<file path="config.mk">
export PLATFORM = sky130hd
export DESIGN_NAME = wb_port_arbiter
export DESIGN_NICKNAME = d
export VERILOG_FILES = /design/src/rtl/wb_port_arbiter.sv
export SDC_FILE = /design/constraint.sdc
export NUM_CORES = 1
export LEC_CHECK = 0
export ABC_AREA = 1
export CAP_MARGIN = 5
export CORE_MARGIN = 5
export CORE_UTILIZATION = 63
export DETAILED_ROUTE_END_ITERATION = 10
export DONT_BUFFER_PORTS = 1
export GPL_TIMING_DRIVEN = 0
export PLACE_DENSITY = 0.82
export SYNTH_ARGS = -nofsm -noshare
export SYNTH_HDL_FRONTEND = slang
export SYNTH_SLANG_ARGS = --single-unit
</file>
<file path="constraint.sdc">
create_clock -name clk -period 1.5 [get_ports clk]
set_input_delay 0.075 -clock clk [delete_from_list [all_inputs] [get_ports clk]]
set_output_delay 0.075 -clock clk [all_outputs]
set_load 0.05 [all_outputs]
</file>
<file path="src/rtl/wb_port_arbiter.sv">
// wb_port_arbiter: arbitrates NUM_REQ writeback sources onto one register-file write port (WBARB_ROUND_ROBIN_EN selects rotating priority, else fixed).
// Latency: ack is combinational in the grant cycle; the write is presented on wrValid one cycle later, one write per cycle.
// Backpressure: a held write with wrReady=0 freezes the output stage and suppresses every ack.
module wb_port_arbiter #(
    parameter int NUM_REQ     = 4,
    parameter int DATA_WIDTH  = 16,
    parameter int ADDR_WIDTH  = 4,
    parameter bit ZERO_REG_RO = 1'b0
) (
    input  logic                          clk,
    input  logic                          reset,
    input  logic [NUM_REQ-1:0]            req,
    input  logic [NUM_REQ*ADDR_WIDTH-1:0] reqDest,
    input  logic [NUM_REQ*DATA_WIDTH-1:0] reqData,
    output logic [NUM_REQ-1:0]            ack,
    output logic                          wrValid,
    input  logic                          wrReady,
    output logic [ADDR_WIDTH-1:0]         wrDest,
    output logic [DATA_WIDTH-1:0]         wrData,
    output logic [(2**ADDR_WIDTH)-1:0]    wrDecOut
);
    localparam int NUM_REGS = 2**ADDR_WIDTH;
    localparam int PTR_W    = (NUM_REQ > 1) ? $clog2(NUM_REQ) : 1;

    typedef enum logic {EMPTY = 1'b0, FULL = 1'b1} stage_t;

    stage_t                  state;
    logic [PTR_W-1:0]        ptr;
    logic [PTR_W-1:0]        next_ptr;
    logic [ADDR_WIDTH-1:0]   win_dest;
    logic [DATA_WIDTH-1:0]   win_data;
    logic [NUM_REQ-1:0]      grant_vec;
    logic [NUM_REGS-1:0]     win_dec;
    logic                    acc;
    logic                    found;
    logic                    discard;
`ifdef WBARB_ROUND_ROBIN_EN
    logic [PTR_W-1:0]        win_idx;
`endif

    assign acc = (state == EMPTY) || wrReady;

    // Pass 0 scans indices at or above the pointer, pass 1 wraps to the lowest index.
    always_comb begin
        found     = 1'b0;
        win_dest  = '0;
        win_data  = '0;
        grant_vec = '0;
`ifdef WBARB_ROUND_ROBIN_EN
        win_idx   = '0;
`endif
        for (int pass = 0; pass < 2; pass++) begin
            for (int i = 0; i < NUM_REQ; i++) begin
                if (!found && req[i] && (pass == 1 || PTR_W'(i) >= ptr)) begin
                    found        = 1'b1;
                    win_dest     = reqDest[i*ADDR_WIDTH +: ADDR_WIDTH];
                    win_data     = reqData[i*DATA_WIDTH +: DATA_WIDTH];
                    grant_vec[i] = 1'b1;
`ifdef WBARB_ROUND_ROBIN_EN
                    win_idx      = PTR_W'(i);
`endif
                end
            end
        end
    end

    always_comb begin
        win_dec           = '0;
        win_dec[win_dest] = 1'b1;
    end

`ifdef WBARB_ROUND_ROBIN_EN
    assign next_ptr = (win_idx == PTR_W'(NUM_REQ - 1)) ? '0 : win_idx + PTR_W'(1);
`else
    assign next_ptr = '0;
`endif

    assign discard = ZERO_REG_RO && (win_dest == '0);
    assign ack     = (reset && acc) ? grant_vec : '0;
    assign wrValid = (state == FULL);

    always_ff @(posedge clk or negedge reset) begin
        if (!reset) begin
            state    <= EMPTY;
            ptr      <= '0;
            wrDest   <= '0;
            wrData   <= '0;
            wrDecOut <= '0;
        end else if (acc) begin
            if (found) begin
                ptr <= next_ptr;
                if (discard) begin
                    // Register 0 is read-only: the source is acked but nothing reaches the port.
                    state    <= EMPTY;
                    wrDecOut <= '0;
                end else begin
                    state    <= FULL;
                    wrDest   <= win_dest;
                    wrData   <= win_data;
                    wrDecOut <= win_dec;
                end
            end else begin
                state    <= EMPTY;
                wrDecOut <= '0;
            end
        end
    end
endmodule
</file>
==> results by group, run 1 <==
Route
  • Number of nets with antenna violations after routing: 0
  • Number of vias per cell: just over 6
  • Total DRC errors in the routed layout: 0
  • Mean routed wirelength per cell: 18.8 um
  • Total via count after detailed routing: approximately 2400
  • Total Wirelength: 7410 um
  • First-pass DRT Iterations: 5
  • Number of design-rule violations left by the first detailed-router iteration: between 200 and 250

Floorplanning
  • Die height: 68.7 um
  • Die area: approximately 4700 um2
  • Num rows: 21
  • Placeable core area: 3340 um2
  • I/O pin total: 128
  • Starting utilization of the core area: 0.649
  • Width of the chip: 68.7 um

Place
  • Detailed placement HPWL: 4490 um
  • Total placed cells including tap cells: 338
  • PortBufs: 0
  • Final weighted congestion in routability-driven placement: approximately 0.86

Clocking
  • Number of buffers inserted during clock tree synthesis: 5
  • CTS HTree Levels: 2
  • Clock root cell: sky130_fd_sc_hd__clkbuf_4
  • Deepest clock path buffer count: 2
  • CTS tree: built
  • Post-CTS clock slew at the launch and capture registers of the worst setup and hold paths: 0.11 ns
  • Sink Count: 37
  • Clk_lat worst skew: 0.34 ns

Setup path
  • Critical Path Sink Type: output port
  • Required time at the endpoint of the critical path: roughly 1.4 ns
  • Nature of the critical path startpoint: flip-flop
  • Highest fanout seen on the critical path: 4
  • Crit Path Class: flip-flop to output port
  • Data arrival time of the critical path: 1.51 ns

STA
  • Smallest setup slack after layout: -0.0865 ns
  • RSZ-0062 raised after global routing: yes
  • Least-Margin Pin Slew: between 0.5 and 0.6 ns
  • Number of setup violations in the final report: 4
  • Max Transition Viols Final: 0
  • Final Cycle Share: 1.06
  • Clock skew after layout: between 0.005 and 0.006 ns
  • Peak clock frequency supported by timing: 0.630 GHz
  • Number of failing hold endpoints at the final stage: 0
  • Worst slew slack as a fraction of its limit: 0.640
  • Post-layout min period: 1.59 ns

Final layout
  • Final-stage net count: 435
  • Fin util: 0.860
  • FILL cells: 175
  • Layout Area Growth over Synthesis: 32.4%
  • Count of inserted antenna diode cells: 0
  • Finished Layout Cells: 395
  • Ratio of cells with drive above 1 in the final layout: 0.175

Yosys
  • Yosys reg bits: 37
  • Cell types occupying the most area after synthesis: sky130_fd_sc_hd__dfrtp_1, sky130_fd_sc_hd__nand2_1, sky130_fd_sc_hd__nand4_1
  • Fraction of registers with async set or reset after synthesis: 1.00
  • Average cell area after synthesis: 7.42 um2
  • Count of warnings emitted by yosys: 0
  • Proportion of synthesized chip area in sequential cells: 0.427
  • Most numerous cell in the Yosys netlist: sky130_fd_sc_hd__nand2_1
  • Number of different library cells in the post-synthesis netlist: 23
  • Most common library cells after synthesis: sky130_fd_sc_hd__nand2_1, sky130_fd_sc_hd__dfrtp_1, sky130_fd_sc_hd__nor2_1
  • Synthesized area: 2170 um2
  • Gate count of the mapped netlist: 292
  • Share of Yosys cell area claimed by the top area cell type: 0.427
  • Commonest register cell after synthesis: sky130_fd_sc_hd__dfrtp_1
  • Synth area leader: sky130_fd_sc_hd__dfrtp_1
  • Net count after synthesis: 379
  • Number of enable-type register cells in the synthesized netlist: 0

Global routing
  • Global-route wire length before repair: 11200 um
  • Leftover overflow at the end of global routing: 0
  • Total track usage: 0.327
  • Number of global-route vias before repair: 2358
  • Initial antenna violation count: 0
  • Pin count of the biggest net entering global routing: 38

Power and ir drop
  • Pwr dens: 986 nW/um2
  • Worst ir drop on vdd: 675 uV
  • Final total power: 2830 uW
  • P_leak: 0.00141 uW

Min path
  • Min-Delay Path Class: input pin to flip-flop

Run
  • Count of maximum capacitance violations: 0

Outcome
  • Run status: finished, violations left
  • Violated checks: setup timing
## critical path, stage by stage, from the launching register on
cell                      delay [ns]
sky130_fd_sc_hd__dfrtp_2        0.53
sky130_fd_sc_hd__inv_2          0.08
sky130_fd_sc_hd__or2_4          0.17
sky130_fd_sc_hd__nand2_8        0.09
sky130_fd_sc_hd__nor2_4         0.28
## area by class of cell
type | instances | area [um2] | area share
Timing Repair Buffer | 49 | 494 | 0.172
Clock inverter | 2 | 13.8 | 0.00480
Tap cell | 46 | 57.6 | 0.0201
Inverter | 15 | 67.6 | 0.0235
Multi-Input combinational cell | 226 | 1140 | 0.399
Sequential cell | 37 | 927 | 0.323
Clock buffer | 6 | 51.3 | 0.0179
Buffer | 14 | 114 | 0.0397
## worst paths after layout
| path | from | cells past startpoint | endpoint | slack (ns) |
|---|---|---|---|---|
| setup / recovery | wrValid | 4 | ack[3] | -0.09 |
| hold / removal | reqData[25] | 4 | wrData[9] | 0.03 |
| setup reg to reg | wrValid | 7 | wrDecOut[10] | 0 |
| hold reg to reg | wrDecOut[6] | 2 | wrDecOut[6] | 0.79 |
| max in group asynchronous | reset | 2 | wrData[1] | 1.12 |
| min in group asynchronous | reset | 2 | wrDest[3] | 0.19 |
## what timing repair did
action                                  in CTS  in global routing
gates cloned                                 0                  1
resized for setup                           14                 10
pin swaps                                    5                  8
hold buffers                                44                  1
endpoints found under the hold margin       54                  1
endpoints found under the setup margin      35                 29
setup buffers                                1                  2
## stage by stage
step / hold slack [ns] / setup TNS [ns] / cell area, um2 / setup WS [ns]
global placement: -0.219 / -1.10 / 2230 / -0.153
finish: 0.0289 / -0.316 / 2870 / -0.0865
CTS: -0.0340 / -0.392 / 2800 / -0.115
detailed placement: -0.219 / -1.94 / 2230 / -0.174
floorplan: -0.221 / -0.163 / 2170 / -0.0406
global route: 0.0571 / -0.576 / 2870 / -0.122
## power breakdown
part | switching [uW] | internal, uW | leakage (uW)
sequential | 519 | 1100 | 0.000463
clock | 345 | 229 | 0.0000382
combinational | 363 | 270 | 0.000907
## cell families (layout without fill, tap and decap cells)
family	after synthesis	in the layout	share of synthesized area
and+or+nand+nor	190	190	0.401
AOI/OAI and AO/OA	36	36	0.0958
buffers and inverters	29	86	0.0762
DFF	37	37	0.427
## registers in the layout, indices dropped and copies added (netlist names)
register  cells
wrValid       1
wrDecOut     16
wrDest        4
wrData       16
## layout by cell type (no fill, tap or decap), types with 3 or more instances in the layout
master / synthesis / layout
sky130_fd_sc_hd__nor2_2: 7 / 3
sky130_fd_sc_hd__a31oi_1: 16 / 16
sky130_fd_sc_hd__clkbuf_4: 0 / 5
sky130_fd_sc_hd__nand3_1: 7 / 7
sky130_fd_sc_hd__dlygate4sd3_1: 0 / 44
sky130_fd_sc_hd__dfrtp_1: 37 / 36
sky130_fd_sc_hd__a21oi_1: 16 / 16
sky130_fd_sc_hd__nand2_1: 121 / 120
sky130_fd_sc_hd__inv_2: 3 / 4
sky130_fd_sc_hd__buf_4: 4 / 6
sky130_fd_sc_hd__nand3_2: 5 / 5
sky130_fd_sc_hd__nor2_4: 1 / 9
sky130_fd_sc_hd__inv_1: 10 / 8
sky130_fd_sc_hd__nor2_1: 24 / 20
sky130_fd_sc_hd__buf_2: 5 / 4
sky130_fd_sc_hd__nand4_1: 18 / 18
sky130_fd_sc_hd__buf_6: 4 / 7
sky130_fd_sc_hd__nand2_4: 3 / 3
## per-layer routing
layer  GRT usage  part of all wire
met2       0.585              0.53
met1       0.374              0.35
met3      0.0632             0.090
met4       0.144             0.037
met5           0                 0
No activity file was read; power rests on OpenSTA's default activity.
==> inputs of run 2 (changes only) <==
REMOVE_ABC_BUFFERS = 1   (was not set)
==> run 2 against run 1 <==
- final cell count is 2.3% higher
- clock power is 7.9% higher
- the flow finishes with violations (DRC, setup timing)
- non-clock buffer count is 4 higher
- register-to-register slack worse by 0.12 ns
- wire length is 64% higher
- worst setup slack worse by 0.10 ns
- first-iteration DRC count grew to 3.0 times the previous value
==> results by group, run 2 (synthesized netlist as in run 1, its figures left out) <==
STA
  • RSZ-0062 raised after global routing: yes
  • Final Cycle Share: 1.13 (+0.0685)
  • Number of failing hold endpoints at the final stage: 0 (unchanged)
  • Max Transition Viols Final: 0 (unchanged)
  • Worst slew slack as a fraction of its limit: 0.423 (-0.217)
  • Least-Margin Pin Slew: 0.865 ns (+0.325 ns)
  • Clock skew after layout: 0.0226 ns (+0.0172 ns)
  • Smallest setup slack after layout: -0.189 ns (-0.103 ns)
  • Post-layout min period: 1.69 ns (+0.103 ns)
  • Peak clock frequency supported by timing: 0.592 GHz (-6.1%)
  • Number of setup violations in the final report: 36 (+32)
  • Worst hold margin: 0.0445 ns (+0.0156 ns)

Route
  • First-pass DRT Iterations: 10 (+5)
  • Number of nets with antenna violations after routing: 0 (unchanged)
  • Number of design-rule violations left by the first detailed-router iteration: 689 (+200%)
  • Total Wirelength: 12100 um (+64%)
  • Total DRC errors in the routed layout: 2 (+2)
  • Mean routed wirelength per cell: 30.1 um (+60%)
  • Number of vias per cell: 7.63 (+25%)
  • Total via count after detailed routing: 3083 (+28%)

Setup path
  • Crit Path Class: flip-flop to output port
  • CP max-delay cell: sky130_fd_sc_hd__dfrtp_2
  • Highest fanout seen on the critical path: 4 (unchanged)
  • Nature of the critical path startpoint: flip-flop
  • Dominant delay contributor by cell family on the critical path: simple AND/OR/NAND/NOR gates
  • Buffer and inverter count on the worst path: 1 (unchanged)
  • CP max stage delay: 0.54 ns (about the same)
  • Critical Path Sink Type: output port
  • Data arrival time of the critical path: 1.61 ns (+0.10 ns)
  • Chain of cells forming the critical path: inv_2 > or2_4 > nand2_8 > nor2_4
  • Required time at the endpoint of the critical path: 1.42 ns (about the same)

Floorplanning
  • Starting utilization of the core area: 0.649 (unchanged)
  • Placeable core area: 3340 um2 (unchanged)
  • Die area: 4710 um2 (unchanged)
  • Die height: 68.7 um (unchanged)
  • Num rows: 21 (unchanged)
  • I/O pin total: 128 (unchanged)
  • Width of the chip: 68.7 um (unchanged)

Final layout
  • Commonest cells after routing, fill and taps aside: sky130_fd_sc_hd__nand2_1, sky130_fd_sc_hd__dlygate4sd3_1, sky130_fd_sc_hd__dfrtp_1, sky130_fd_sc_hd__nor2_4, sky130_fd_sc_hd__nand4_1
  • Final non-filler cell area: 3240 um2 (+13%)
  • Most common cell after layout, fill and taps aside: sky130_fd_sc_hd__nand2_1
  • FILL cells: 57 (-67%)
  • Sequential standard cell area: 927 um2 (unchanged)
  • Multi-input gate area: 1380 um2 (+21%)
  • Finished Layout Cells: 404 (+2.3%)
  • Regs by FF count: wrData x16, wrDecOut x16, wrDest x4
  • Layout Area Growth over Synthesis: 49.4%
  • Ratio of cells with drive above 1 in the final layout: 0.230 (+0.0549)
  • Final-stage net count: 443 (+1.8%)

Global routing
  • Pin count of the biggest net entering global routing: 38 (unchanged)
  • Total track usage: 0.369 (+0.0428)
  • Initial antenna violation count: 1 (+1)
  • Leftover overflow at the end of global routing: 0 (unchanged)
  • Global-route wire length before repair: 12500 um (+11%)
  • Number of global-route vias before repair: 2633 (+12%)

Power and ir drop
  • Worst ir drop on vdd: 836 uV (+24%)
  • Final total power: 3150 uW (+11%)
  • P_leak: 0.00143 uW (+1.7%)
  • Pwr dens: 974 nW/um2 (-1.2%)

Outcome
  • Violated checks: DRC, setup timing
  • Run status: finished, violations left

Clocking
  • CTS tree: built
  • Post-CTS clock slew at the launch and capture registers of the worst setup and hold paths: 0.14 ns (+0.03 ns)
  • Deepest clock path buffer count: 2 (unchanged)
  • Number of buffers inserted during clock tree synthesis: 5 (unchanged)
  • Clk_lat worst skew: 0.37 ns (+0.03 ns)
  • Sink Count: 37 (unchanged)
  • Clock root cell: sky130_fd_sc_hd__clkbuf_4
  • CTS HTree Levels: 2 (unchanged)

Min path
  • Min-Delay Path Class: input pin to flip-flop

Place
  • Area after detailed placement: 2120 um2 (-4.7%)
  • Detailed placement HPWL: 4100 um (-8.7%)
  • PortBufs: 0 (unchanged)
  • Total placed cells including tap cells: 324 (-4.1%)
  • Final weighted congestion in routability-driven placement: 0.815 (-4.9%)

Run
  • Count of maximum capacitance violations: 0 (unchanged)
==> run 2: changes by cell type in the layout (fill, tap and decap cells not counted), sizes merged <==
cell         previous run  this run
dlygate4sd3            44        59
buf                    18         8
inv                    14        16
clkbuf                  7         6
clkinv                  2         3
diode                   0         1
nor2                   32        33
==> run 2: what timing repair did <==
action,CTS,global route
gates resized for setup,18,63
hold buffers,60,0
endpoints found under the hold margin,54,0
setup buffers,0,7
pin swaps,1,10
cloned,0,4
endpoints found under the setup margin,38,34
==> run 2: worst paths after layout <==
check | from | slack [ns] | cells past startpoint | end
worst max register to register | wrValid | -0.12 | 7 | wrData[0]
worst max-delay path | wrValid | -0.19 | 4 | ack[0]
worst min-delay path | reqData[7] | 0.04 | 4 | wrData[7]
max in group asynchronous | reset | 1.04 | 2 | wrValid
min in group asynchronous | reset | 0.22 | 2 | wrDecOut[7]
worst min register to register | wrDecOut[14] | 0.82 | 2 | wrDecOut[14]
==> run 2: per-stage QoR <==
step / setup slack, ns / TNS (ns) / utilization
after floorplan: -0.113 / -1.90 / -
after global placement: -0.260 / -7.16 / 0.636
after detailed placement: -0.259 / -7.23 / 0.636
after CTS: -0.107 / -1.04 / 0.858
after global routing: -0.230 / -4.49 / 0.970
final: -0.189 / -2.49 / 0.970
==> run 2: cell type report <==
cell class | count | share of cell area
Timing Repair inverter | 3 | 0.0104
Sequential cell | 37 | 0.286
Timing Repair Buffer | 67 | 0.215
Multi-Input combinational cell | 227 | 0.426
Antenna cell | 1 | 0.000773
Tap cell | 46 | 0.0178
Clock inverter | 2 | 0.00425
Inverter | 15 | 0.0232
Clock buffer | 6 | 0.0158
==> run 2: worst reg2reg max path, stage by stage (launching register included) <==
cell	delay (ns)
sky130_fd_sc_hd__dfrtp_2	0.56
sky130_fd_sc_hd__inv_2	0.06
sky130_fd_sc_hd__or2_4	0.32
sky130_fd_sc_hd__nand2_8	0.13
sky130_fd_sc_hd__inv_12	0.07
sky130_fd_sc_hd__buf_12	0.16
sky130_fd_sc_hd__nor2_4	0.18
sky130_fd_sc_hd__a31oi_4	0.06
==> run 2: power breakdown <==
group          total [uW]  leakage [uW]  internal, uW  switching (uW)
sequential           1670      0.000463          1100             565
combinational         865      0.000930           335             530
clock                 618     0.0000382           229             389
total                3150       0.00143          1670            1480
==> run 2: routing by layer <==
| layer | GRT usage | wire (um) | vias up |
|---|---|---|---|
| met3 | 0.138 | 1920 | 174 |
| met1 | 0.376 | 3530 | 1374 |
| li1 | - | - | 1093 |
| met4 | 0.273 | 1430 | 0 |
| met2 | 0.614 | 5270 | 442 |
| met5 | 0 | 0 | - |
==> inputs of run 3 (changes only) <==
ABC_AREA = not set   (was 1)
==> run 3 against run 2 <==
- the flow finishes with violations (setup timing)
- power fell by 20%
- utilization fell by 19 points
- non-clock buffer count shrank 43
- die area is 1.7% lower
- critical endpoint is now ack[2]
==> results by group, run 3 <==
Outcome
  • Run status: finished, violations left
  • Violated checks: setup timing

Route
  • Total via count after detailed routing: 2052 (-33%)
  • Total DRC errors in the routed layout: 0 (-2)
  • Number of nets with antenna violations after routing: 0 (unchanged)
  • Mean routed wirelength per cell: 26.1 um (-13%)
  • Number of vias per cell: 7.46 (-2.2%)
  • Total Wirelength: 7180 um (-41%)
  • First-pass DRT Iterations: 8 (-2)
  • Number of design-rule violations left by the first detailed-router iteration: 227 (-67%)

Final layout
  • Finished Layout Cells: 275 (-32%)
  • Ratio of cells with drive above 1 in the final layout: 0.249 (+0.0192)
  • Layout Area Growth over Synthesis: 20.8%
  • Final-stage net count: 315 (-29%)
  • Commonest cells after routing, fill and taps aside: sky130_fd_sc_hd__dfrtp_1, sky130_fd_sc_hd__a22oi_1, sky130_fd_sc_hd__nand2_1, sky130_fd_sc_hd__o211ai_1, sky130_fd_sc_hd__o21a_1
  • FILL cells: 227 (+300%)
  • Count of inserted antenna diode cells: 0 (-1)
  • Regs by FF count: wrData x16, wrDecOut x16, wrDest x4
  • Most common cell after layout, fill and taps aside: sky130_fd_sc_hd__dfrtp_1
  • Final non-filler cell area: 2570 um2 (-21%)

Clocking
  • Number of buffers inserted during clock tree synthesis: 5 (unchanged)
  • CTS HTree Levels: 2 (unchanged)
  • CTS tree: built
  • Sink Count: 37 (unchanged)
  • Deepest clock path buffer count: 2 (unchanged)
  • Clk_lat worst skew: 0.33 ns (-0.04 ns)
  • Clock root cell: sky130_fd_sc_hd__clkbuf_4
  • Post-CTS clock slew at the launch and capture registers of the worst setup and hold paths: 0.11 ns (-0.03 ns)

STA
  • Smallest setup slack after layout: -0.345 ns (-0.156 ns)
  • Clock skew after layout: 0.00548 ns (-0.0172 ns)
  • Peak clock frequency supported by timing: 0.542 GHz (-8.5%)
  • Max Transition Viols Final: 0 (unchanged)
  • Number of setup violations in the final report: 24 (-33%)
  • Worst slew slack as a fraction of its limit: 0.101 (-0.322)
  • RSZ-0062 raised after global routing: yes
  • Post-layout min period: 1.85 ns (+0.156 ns)
  • Final Cycle Share: 1.23 (+0.104)
  • Least-Margin Pin Slew: 1.35 ns (+0.481 ns)
  • Number of failing hold endpoints at the final stage: 0 (unchanged)

Global routing
  • Number of global-route vias before repair: 1981 (-25%)
  • Total track usage: 0.284 (-0.0857)
  • Pin count of the biggest net entering global routing: 38 (unchanged)
  • Leftover overflow at the end of global routing: 0 (unchanged)
  • Global-route wire length before repair: 9740 um (-22%)
  • Initial antenna violation count: 0 (-1)

Setup path
  • Required time at the endpoint of the critical path: 1.42 ns (about the same)
  • Crit Path Class: flip-flop to output port
  • Critical Path Sink Type: output port
  • Data arrival time of the critical path: 1.77 ns (+0.16 ns)
  • Highest fanout seen on the critical path: 3 (-1)
  • Chain of cells forming the critical path: nand2b_4 > nand2_4 > nor4b_4
  • Buffer and inverter count on the worst path: 0 (-1)
  • Nature of the critical path startpoint: flip-flop
  • Dominant delay contributor by cell family on the critical path: simple AND/OR/NAND/NOR gates
  • CP max-delay cell: sky130_fd_sc_hd__nor4b_4
  • CP max stage delay: 0.67 ns (+0.13 ns)
  • Reg2reg setup slack: -0.08 ns (+0.04 ns)

Place
  • Final weighted congestion in routability-driven placement: 0.835 (+2.4%)
  • Area after detailed placement: 2080 um2 (-2.1%)
  • Detailed placement HPWL: 4000 um (-2.4%)
  • PortBufs: 0 (unchanged)
  • Total placed cells including tap cells: 239 (-26%)
  • Dpl ws: -1.54 ns (-1.28 ns)

Yosys
  • Average cell area after synthesis: 10.1 um2 (+36%)
  • Proportion of synthesized chip area in sequential cells: 0.436 (+0.00856)
  • Number of different library cells in the post-synthesis netlist: 43 (+87%)
  • Commonest register cell after synthesis: sky130_fd_sc_hd__dfrtp_1
  • Yosys reg bits: 37 (unchanged)
  • Most common library cells after synthesis: sky130_fd_sc_hd__dfrtp_1, sky130_fd_sc_hd__a22oi_1, sky130_fd_sc_hd__nand2_1
  • Synthesized area: 2120 um2 (-2.0%)
  • Fraction of registers with async set or reset after synthesis: 1.00 (unchanged)
  • Synth area leader: sky130_fd_sc_hd__dfrtp_1
  • Count of warnings emitted by yosys: 0 (unchanged)
  • Number of enable-type register cells in the synthesized netlist: 0 (unchanged)
  • Share of Yosys cell area claimed by the top area cell type: 0.436 (+0.00856)
  • Most numerous cell in the Yosys netlist: sky130_fd_sc_hd__dfrtp_1
  • Gate count of the mapped netlist: 211 (-28%)
  • Cell types occupying the most area after synthesis: sky130_fd_sc_hd__dfrtp_1, sky130_fd_sc_hd__a22oi_1, sky130_fd_sc_hd__o211ai_1

Floorplanning
  • Width of the chip: 68.1 um (-0.84%)
  • Placeable core area: 3310 um2 (-0.79%)
  • Num rows: 21 (unchanged)
  • I/O pin total: 128 (unchanged)
  • Die area: 4630 um2 (-1.7%)
  • Starting utilization of the core area: 0.642 (-0.00770)
  • Die height: 68.1 um (-0.84%)

Min path
  • Min-Delay Path Class: input pin to flip-flop

Power and ir drop
  • Part of the power in the clock network: 0.202 (+0.006)
  • Switching portion of total power: 0.407 (-0.0639)
  • Worst ir drop on vdd: 541 uV (-35%)
  • Final total power: 2510 uW (-20%)
  • Pwr dens: 977 nW/um2 (+0.29%)
  • Net load switching power: 1020 uW (-31%)
  • Logic pwr share: 0.198 (-0.076)
  • Internal power: 1490 uW (-11%)
  • P_leak: 0.000975 uW (-32%)
  • Relative contribution of sequential cells to total power: 0.600 (+0.070)

Run
  • Count of maximum capacitance violations: 0 (unchanged)
[run 3: area by class of cell]
class	count	area, um2	share of cell area
Tap cell	46	57.6	0.0224
Clock inverter	2	10.0	0.00390
Inverter	2	7.51	0.00292
Clock buffer	6	41.3	0.0161
Timing Repair Buffer	24	249	0.0970
Sequential cell	37	927	0.361
Multi-Input combinational cell	158	1270	0.497
[run 3: worst min-delay path, cell delays in order]
cell	delay [ns]
sky130_fd_sc_hd__a22oi_1	0.04
sky130_fd_sc_hd__o211ai_1	0.09
sky130_fd_sc_hd__o21a_1	0.12
[run 3: worst paths after layout]
kind | cells after the start | to | from
hold / removal | 3 | wrData[6] | reqData[54]
min in group asynchronous | 2 | wrDecOut[10] | reset
max in group asynchronous | 2 | wrValid | reset
hold reg to reg | 2 | wrDecOut[2] | wrDecOut[2]
setup / recovery | 3 | ack[2] | wrValid
setup reg to reg | 4 | wrDecOut[11] | wrValid
[run 3: logic make-up after synthesis]
family | Yosys count | share of synthesized area
AO/OA/AOI/OAI | 104 | 0.374
AND/OR/NAND/NOR | 50 | 0.132
flip-flops | 37 | 0.436
buffers and inverters | 20 | 0.0583
[run 3: repair_timing]
action,4_1_cts,5_1_grt
resized for setup,19,22
hold endpoints to repair,58,0
hold buffers,13,0
endpoints found under the setup margin,40,33
pin swaps,9,10
buffers inserted,6,4
gates cloned,3,2
[run 3: per-layer routing]
metal / wire (um) / track usage / vias to the layer above
met5: 0 / 0 / -
met4: 217 / 0.119 / 0
met3: 801 / 0.0788 / 24
met2: 3560 / 0.473 / 173
met1: 2600 / 0.343 / 994
li1: - / - / 861
[run 3: power groups by stage]
stage / clock network (uW) / logic, uW / registers [uW]
3_5_place_dp: 0 / 321 / 1520
2_1_floorplan: 0 / 266 / 1500
6_report: 506 / 497 / 1500
3_3_place_gp: 0 / 299 / 1520
5_1_grt: 556 / 530 / 1510
4_1_cts: 518 / 424 / 1500
[run 3: metrics by stage]
stage / util / hold WS, ns / TNS, ns
after floorplan: - / -0.221 / -24.65
after global placement: 0.624 / -0.220 / -37.94
after detailed placement: 0.627 / -0.220 / -39.83
after CTS: 0.734 / 0.000624 / -0.808
after global routing: 0.776 / 0.0137 / -2.63
final: 0.776 / 0.0189 / -1.45
